===== config.mk =====
export PLATFORM = sky130hd
export DESIGN_NAME = keypad_scanner
export DESIGN_NICKNAME = d
export VERILOG_FILES = /design/src/rtl/keypad_scanner.sv
export SDC_FILE = /design/constraint.sdc
export NUM_CORES = 1
export LEC_CHECK = 0
export BUFFER_PORTS_ARGS = -buffer_cell sky130_fd_sc_hd__buf_4
export CAP_MARGIN = 20
export CORE_ASPECT_RATIO = 1.1
export CORE_MARGIN = 3
export CORE_UTILIZATION = 60
export CTS_CLUSTER_DIAMETER = 200
export DETAILED_ROUTE_END_ITERATION = 16
export GPL_ROUTABILITY_DRIVEN = 0
export PLACE_DENSITY = 0.79
export SLEW_MARGIN = 10
export SYNTH_ARGS = -nofsm -noshare
export SYNTH_HDL_FRONTEND = slang
export SYNTH_SLANG_ARGS = --single-unit

===== constraint.sdc =====
create_clock -name clk -period 12.3 [get_ports clk]
set_input_delay 0.615 -clock clk [delete_from_list [all_inputs] [get_ports clk]]
set_output_delay 0.615 -clock clk [all_outputs]
set_load 0.01 [all_outputs]

===== src/rtl/keypad_scanner.sv =====
// 4x4 hex keypad scanner: one-cold column drive, synchronized row sense,
// full-matrix debounce with ghost rejection and one-shot b_0..b_f key pulses.
module keypad_scanner #(
    parameter int SCAN_DIV       = 256,
    parameter int DEBOUNCE_SCANS = 4
) (
    input  logic       clk,
    input  logic       rst_n,
    output logic [3:0] col_n,
    input  logic [3:0] row_n,
    output logic       b_0,
    output logic       b_1,
    output logic       b_2,
    output logic       b_3,
    output logic       b_4,
    output logic       b_5,
    output logic       b_6,
    output logic       b_7,
    output logic       b_8,
    output logic       b_9,
    output logic       b_a,
    output logic       b_b,
    output logic       b_c,
    output logic       b_d,
    output logic       b_e,
    output logic       b_f,
    output logic       keyDown,
    output logic [3:0] keyCode
);

    localparam int         DIV_W = $clog2(SCAN_DIV);
    localparam logic [3:0] DEB   = 4'(DEBOUNCE_SCANS);

    typedef enum logic [1:0] {CLS_NONE, CLS_ONE, CLS_MULTI} cls_e;
    typedef enum logic {ST_IDLE, ST_HELD} state_e;

    logic [3:0]       sync1_q, sync2_q;
    logic [DIV_W-1:0] div_q, div_d;
    logic [1:0]       col_q, col_d;
    logic [3:0]       col_n_q, col_n_d;
    logic [15:0]      snap_q, snap_d;
    cls_e             prev_cls_q, prev_cls_d;
    logic [3:0]       prev_code_q, prev_code_d;
    logic [3:0]       stable_q, stable_d;
    state_e           state_q, state_d;
    logic [3:0]       code_q, code_d;
    logic [15:0]      pulse_q, pulse_d;

    logic        sample, scan_end, same;
    logic [4:0]  ones;
    logic [3:0]  key;
    cls_e        cls;

    always_ff @(posedge clk or negedge rst_n) begin
        if (!rst_n) begin
            sync1_q     <= '1;
            sync2_q     <= '1;
            div_q       <= '0;
            col_q       <= '0;
            col_n_q     <= 4'b1110;
            snap_q      <= '0;
            prev_cls_q  <= CLS_NONE;
            prev_code_q <= '0;
            stable_q    <= '0;
            state_q     <= ST_IDLE;
            code_q      <= '0;
            pulse_q     <= '0;
        end else begin
            sync1_q     <= row_n;
            sync2_q     <= sync1_q;
            div_q       <= div_d;
            col_q       <= col_d;
            col_n_q     <= col_n_d;
            snap_q      <= snap_d;
            prev_cls_q  <= prev_cls_d;
            prev_code_q <= prev_code_d;
            stable_q    <= stable_d;
            state_q     <= state_d;
            code_q      <= code_d;
            pulse_q     <= pulse_d;
        end
    end

    always_comb begin
        sample   = (div_q == DIV_W'(SCAN_DIV - 1));
        scan_end = sample && (col_q == 2'd3);
        div_d    = sample ? '0 : div_q + DIV_W'(1);
        col_d    = sample ? col_q + 2'd1 : col_q;
        col_n_d  = sample ? {col_n_q[2:0], col_n_q[3]} : col_n_q;

        snap_d = snap_q;
        if (sample) begin
            snap_d[{2'd0, col_q}] = ~sync2_q[0];
            snap_d[{2'd1, col_q}] = ~sync2_q[1];
            snap_d[{2'd2, col_q}] = ~sync2_q[2];
            snap_d[{2'd3, col_q}] = ~sync2_q[3];
        end

        // Classify the snapshot as it will stand after the column-3 sample,
        // so every scanDone-cycle output can be registered at that same edge.
        ones = '0;
        key  = '0;
        for (int unsigned i = 0; i < 16; i++) begin
            if (snap_d[i]) begin
                ones = ones + 5'd1;
                key  = 4'(i);
            end
        end
        if (ones == 5'd0)      cls = CLS_NONE;
        else if (ones == 5'd1) cls = CLS_ONE;
        else                   cls = CLS_MULTI;
        same = (cls == prev_cls_q) && ((cls != CLS_ONE) || (key == prev_code_q));

        prev_cls_d  = prev_cls_q;
        prev_code_d = prev_code_q;
        stable_d    = stable_q;
        state_d     = state_q;
        code_d      = code_q;
        pulse_d     = '0;

        if (scan_end) begin
            if (same) begin
                stable_d = (stable_q == DEB) ? stable_q : stable_q + 4'd1;
            end else begin
                stable_d    = 4'd1;
                prev_cls_d  = cls;
                prev_code_d = key;
            end
            if (stable_d == DEB) begin
                case (state_q)
                    ST_IDLE: if (cls == CLS_ONE) begin
                        state_d      = ST_HELD;
                        code_d       = key;
                        pulse_d[key] = 1'b1;
                    end
                    ST_HELD: if (cls == CLS_NONE) state_d = ST_IDLE;
                    default: state_d = ST_IDLE;
                endcase
            end
        end
    end

    assign col_n   = col_n_q;
    assign keyDown = (state_q == ST_HELD);
    assign keyCode = code_q;
    assign {b_f, b_e, b_d, b_c, b_b, b_a, b_9, b_8,
            b_7, b_6, b_5, b_4, b_3, b_2, b_1, b_0} = pulse_q;

endmodule

# Word-level counts from Yosys, hierarchy flattened

Cells that the tools add are included.

Logic and storage cells: 127
Bits in registers: 69

Eq/ne operators: 9
Add/sub/neg operators: 18
$lt $le $gt $ge: 10
Multiplexer cells: 59
Bitwise operators: 6
Reduce and logical (&&, ||, !) cells: 13

Operators by type and width:

| kind                  | number |
|---|---|
| $mux W16              | 5 |
| $add A5 B1 Y5 const B | 15 |
| $mux W5               | 15 |
| $mux W4               | 17 |
| $bwmux W16            | 4 |
| $lt A4 B5 Y1 const B  | 3 |
| $ge A4 B1 Y1 const B  | 3 |
| $mux W1               | 9 |
| $add A8 B1 Y8 const B | 1 |
| $demux W1 S2          | 4 |
| $eq A4 B3 Y1 const B  | 2 |
| $eq A8 B8 Y1 const B  | 1 |
| $mux W8               | 1 |
| $logic_and A1 B1 Y1   | 7 |
| $not A1 Y1            | 6 |
| $eq A5 B1 Y1 const B  | 1 |
| $logic_not A5 Y1      | 1 |
| $lt A2 B5 Y1 const B  | 1 |
| $lt A3 B5 Y1 const B  | 1 |
| $add A4 B1 Y4 const B | 1 |
| $demux W1 S4          | 1 |
| $eq A4 B4 Y1          | 1 |
| $mux W2               | 2 |
| $reduce_and A2 Y1     | 2 |
| other kinds (11)      | 11 |

# Logic depth before layout (Yosys ltp)

Depth in word-level cells: 51
Gate-level depth with buffers: 60
Depth with buffers taken out: 55

# Worst setup path after synthesis

OpenSTA, ideal clock, no wires.

Path kind: register to register
Start: reg div_q[0]
End: reg prev_cls_q[0]
Stages on the path, launching flop included: 58
Arrival: 10.956 ns
Library setup time: 0.125 ns
Setup slack: 1.220 ns
Clock period less this slack: 11.080 ns
Cells stage by stage: dfrtp_1 -> ha_1 -> nand4_2 -> buf_6 -> nor2_1 -> buf_1 -> nand2_1 -> o21a_1 -> ha_1 -> nand2b_1 -> a22oi_1 -> nand2b_1 -> clkbuf_1 -> ha_1 -> nand2_1 -> nand2_1 -> ha_1 -> nor2_1 -> [... 22 more ...] -> a21oi_1 -> a21oi_1 -> ha_1 -> nand2_1 -> nand2_1 -> ha_1 -> a221o_1 -> ha_1 -> mux2_2 -> ha_1 -> nor2_1 -> and3_1 -> a211oi_1 -> nor3_1 -> o22ai_1 -> nand3_1 -> nor3_2 -> mux2_2

Word-level cells in the longest chain between the ends: 41

RTL lines:

| what                        | RTL line | RTL |
|---|---|---|
| start: declaration          | 38       | `logic [DIV_W-1:0] div_q, div_d;` |
| start signal: assignment    | 71       | `div_q <= div_d;` |
| $eq A8 B8 Y1 *              | 85       | `sample = (div_q == DIV_W'(SCAN_DIV - 1));` |
| $mux W16                    | 92       | `if (sample) begin` |
| $mux W1                     | 104      | `if (snap_d[i]) begin` |
| $add A5 B1 Y5               | 105      | `ones = ones + 5'd1;` |
| $mux W5                     | 104      |  |
| $add A5 B1 Y5               | 105      |  |
| $mux W5                     | 104      |  |
| $add A5 B1 Y5               | 105      |  |
| [... 25 more ...]           | --       |  |
| $eq A5 B1 Y1                | 110      | `else if (ones == 5'd1) cls = CLS_ONE;` |
| $mux W2                     | 110      |  |
| $mux W2                     | 109      | `if (ones == 5'd0) cls = CLS_NONE;` |
| $ne A2 B1 Y1                | 112      | `same = (cls == prev_cls_q) && ((cls != CLS_ONE) \|\| (key == prev_code_q));` |
| $logic_or A1 B1 Y1          | 112      |  |
| $logic_and A1 B1 Y1         | 112      |  |
| $not A1 Y1 (no line)        | --       |  |
| $reduce_and A2 Y1 (no line) | --       |  |
| end signal: assignment      | 75       | `prev_cls_q <= prev_cls_d;` |
| end: declaration            | 42       | `cls_e prev_cls_q, prev_cls_d;` |

Mark *: on every way between the ends. The rest lies on a longest branch, timed or not.
A chain may end at the register's enable or synchronous reset.

# Final worst setup path

Start: reg div_q[0]
End: reg prev_code_q[3]

RTL lines:

| what                          | RTL line | RTL |
|---|---|---|
| $eq A8 B8 Y1 *                | 85       |  |
| $mux W16 *                    | 92       |  |
| net snap_d[1]                 | 41       | `logic [15:0] snap_q, snap_d;` |
| $mux W5                       | 104      |  |
| $add A5 B1 Y5                 | 105      |  |
| $mux W5                       | 104      |  |
| $add A5 B1 Y5                 | 105      |  |
| $mux W5                       | 104      |  |
| [... 24 more ...]             | --       |  |
| $eq A5 B1 Y1                  | 110      |  |
| $mux W2                       | 110      |  |
| $mux W2                       | 109      |  |
| $ne A2 B1 Y1                  | 112      |  |
| $logic_or A1 B1 Y1            | 112      |  |
| $logic_and A1 B1 Y1 *         | 112      |  |
| $not A1 Y1 (no line) *        | --       |  |
| $reduce_and A2 Y1 (no line) * | --       |  |
| end signal: assignment        | 76       | `prev_code_q <= prev_code_d;` |
| end: declaration              | 43       | `logic [3:0] prev_code_q, prev_code_d;` |

The timed path passes the listed nets; every way through them passes the cells marked *.

==> impl_metrics.toml <==
[floorplan]
ios = 31
dieHeight_um = 100.9
initial_core_util_pct = 63.90
dieArea_sq_um = 9301
die_x_um = 92.23
core_area_sq_um = 7680
rows = 33

[placement]
hpwl_um = 8046
placed_cell_area_sq_um = 5187
port_buffers = 30
dpl_worst_slack_ns = 0.3304

[clock_tree]
cts_tree = "built"
cts_buffers = 9
clk_latency_ns = 0.35
cts.htree.levels = 3
cts_sinks = 69
cts.clk_slew.worst_paths_ns = 0.08
cts_buffer_depth = 2
clockRootBuffer = "clkbuf_8"

[hold_path]
hold_path_class = "in -> async"

[detailed_routing]
drtIter0Drc = 266
dr_total_vias = 4173
avgRoutedWirePerCell_um = 17.58
antenna_left = 0
drtPass1Iterations = 5
drt-vias-per-instance = 6.247
drcViolationCount = 0
drt-total-wl_um = 11740

[run]
cap_violations = 0

[logic_synthesis]
synth-edff-count = 0
syn-num-nets = 548
yosysWarnings = 0
netlist_area_sq_um = 4907
yosysSeqAreaShare_pct = 35.47
synth_top_flop_cell = "dfrtp_1"
synthDistinctLibCells = 85
postSynth.asyncResetShare_pct = 100.0
synth_seq_cells = 69
synth_area_per_cell_sq_um = 9.419
netlist_instances = 521

[grt]
grt_pass1_wl_um = 18860
grt_antenna_before_repair = 0
grt.overflow.total = 0
grt_pass1_vias = 4002
grt_max_degree = 70
grt_use_total_pct = 25.32

[sta]
timing.final.crit_share_pct = 93.32
maxSlewViolCount = 0
fin_skew_ns = 0.01397
worst_pin_slew_ns = 0.8662
setup_viol = 0
slew_headroom_pct = 41.84
fin_ws_ns = 0.8222
hold_violations = 0
fmax_mhz = 87.12
worst_hold_slack_ns = 0.3576
period_needed_ns = 11.48

[setup_path]
cpMaxStageDelayCell = "dfrtp_1"
critPathArrivalTime_ns = 11.71
worst-setup-path-type = "reg -> reg"
crit_top_cell = "ha_1"
crit_fanout = 9
required_ns = 12.53
rrSetupSlack_ns = 0.82
cpPeakStageDelay_ns = 0.45
end_kind = "flip-flop"
crit_path_start_kind = "flip-flop"
reg2regPathDepth = 53

[layout]
syn2layout_area_growth_pct = 14.23
layout-drive-gt1-share_pct = 24.51
fin_util_pct = 72.99
num_antenna_cells = 0
mostFrequentLayoutCell = "dfrtp_1"
final_nets = 585
mostFrequentLayoutCells = "dfrtp_1, nand2_1, nor2_1"
fin_area_sq_um = 5605
fill_cells = 539

[pwr]
power_density_nw_per_um2 = 82.65
leakage_nw = 2.548
peakVddDrop_v = 0.00008319

[outcome]
status = "completed"
-- power breakdown --
part / total (mW) / switching [mW] / internal [mW] / leakage (nW)
clock: 0.227 / 0.0859 / 0.141 / 0.120
combinational: 0.00569 / 0.00453 / 0.00115 / 1.52
sequential: 0.231 / 0.00138 / 0.229 / 0.911
total: 0.463 / 0.0918 / 0.371 / 2.55
-- what timing repair did --
action                     in CTS  in global routing
hold endpoints to repair        0                  0
setup buffers                   0                  8
gates resized for setup         0                 13
setup endpoints to repair       0                 31
hold buffers                    0                  0
-- worst paths after layout --
kind                                  from        endpoint
worst max-delay path              div_q[0]  prev_code_q[3]
worst min-delay path                 rst_n     pulse_q[10]
worst max register to register    div_q[0]  prev_code_q[3]
worst min register to register  sync1_q[3]      sync2_q[3]
max in group asynchronous            rst_n      pulse_q[8]
min in group clk                sync1_q[3]      sync2_q[3]
-- per-layer routing --
| layer | routed length, um | track usage [%] | part of all wire [%] | vias up |
|---|---|---|---|---|
| met2 | 6048 | 45.67 | 52 | 160 |
| li1 | - | - | - | 1966 |
| met4 | 292 | 8.343 | 2.5 | 0 |
| met1 | 4815 | 29.93 | 41 | 2019 |
| met5 | 0 | 0 | 0 | - |
| met3 | 585 | 5.676 | 5.0 | 28 |
-- critical path: cells and delay by family (launching register included) --
family | cells | cell delay, ns
adder cells (fa/ha/maj) | 15 | 4.43
buffers and inverters | 2 | 0.22
multiplexers | 3 | 0.93
flip-flops | 1 | 0.45
AND/OR/NAND/NOR | 20 | 3.03
AO/OA/AOI/OAI | 13 | 2.30
-- synthesized netlist by cell type, types with 4 or more instances --
cell / count / area (sq um)
a21oi_1: 15 / 75.07
a31oi_1: 12 / 75.07
and2_1: 4 / 25.02
and3_1: 6 / 37.54
buf_2: 4 / 20.02
clkbuf_1: 7 / 26.28
dfrtp_1: 58 / 1451
dfstp_2: 11 / 289.0
ha_1: 21 / 262.8
inv_1: 21 / 78.83
inv_2: 4 / 15.01
mux2_2: 12 / 135.1
mux2_4: 5 / 75.07
nand2_1: 55 / 206.5
nand2b_1: 6 / 37.54
nand3_1: 20 / 100.1
nor2_1: 41 / 153.9
nor3_1: 23 / 115.1
nor4_1: 11 / 68.82
nor4b_2: 4 / 60.06
o211ai_1: 6 / 45.04
o21a_1: 8 / 60.06
o21ai_0: 24 / 120.1
o31ai_1: 6 / 45.04
or2_2: 5 / 31.28
xnor2_1: 24 / 210.2
xnor2_2: 4 / 65.06
xor2_1: 11 / 96.34
-- cells by family after synthesis --
group | share of synthesized area [%]
buffers and inverters | 3.850
adders and majority gates | 5.354
muxes | 5.176
xor gates and xnor gates | 12.06
AOI/OAI and AO/OA | 15.09
and+or+nand+nor | 23.00
DFF | 35.47
-- layout make-up --
type	instances	area, sq um	share of cell area [%]
Multi-Input combinational cell	410	3080	54.96
Clock inverter	5	106.4	1.897
Timing Repair Buffer	40	300.3	5.357
Sequential cell	69	1740	31.05
Inverter	28	105.1	1.875
Clock buffer	11	141.4	2.522
Tap cell	105	131.4	2.344
-- flip-flops by register name, summed over array words and instances, names as in the netlist, named ones only --
name / cells
sync2_q: 4
div_q: 8
prev_cls_q: 2
pulse_q: 16
snap_q: 16
col_q: 2
prev_code_q: 4
stable_q: 4
sync1_q: 4
col_n: 4
keyCode: 4
-- through the flow --
| step | instances | total power [mW] | TNS [ns] |
|---|---|---|---|
| after floorplan | 521 | 0.2346 | 0 |
| after CTS | 657 | 0.4666 | 0 |
| final | 668 | 0.4633 | 0 |
| after detailed placement | 641 | 0.2407 | 0 |
| after global placement | 641 | 0.2406 | 0 |
| after global routing | 668 | 0.4765 | -0.1789 |
No activity file was read; power rests on OpenSTA's default activity.
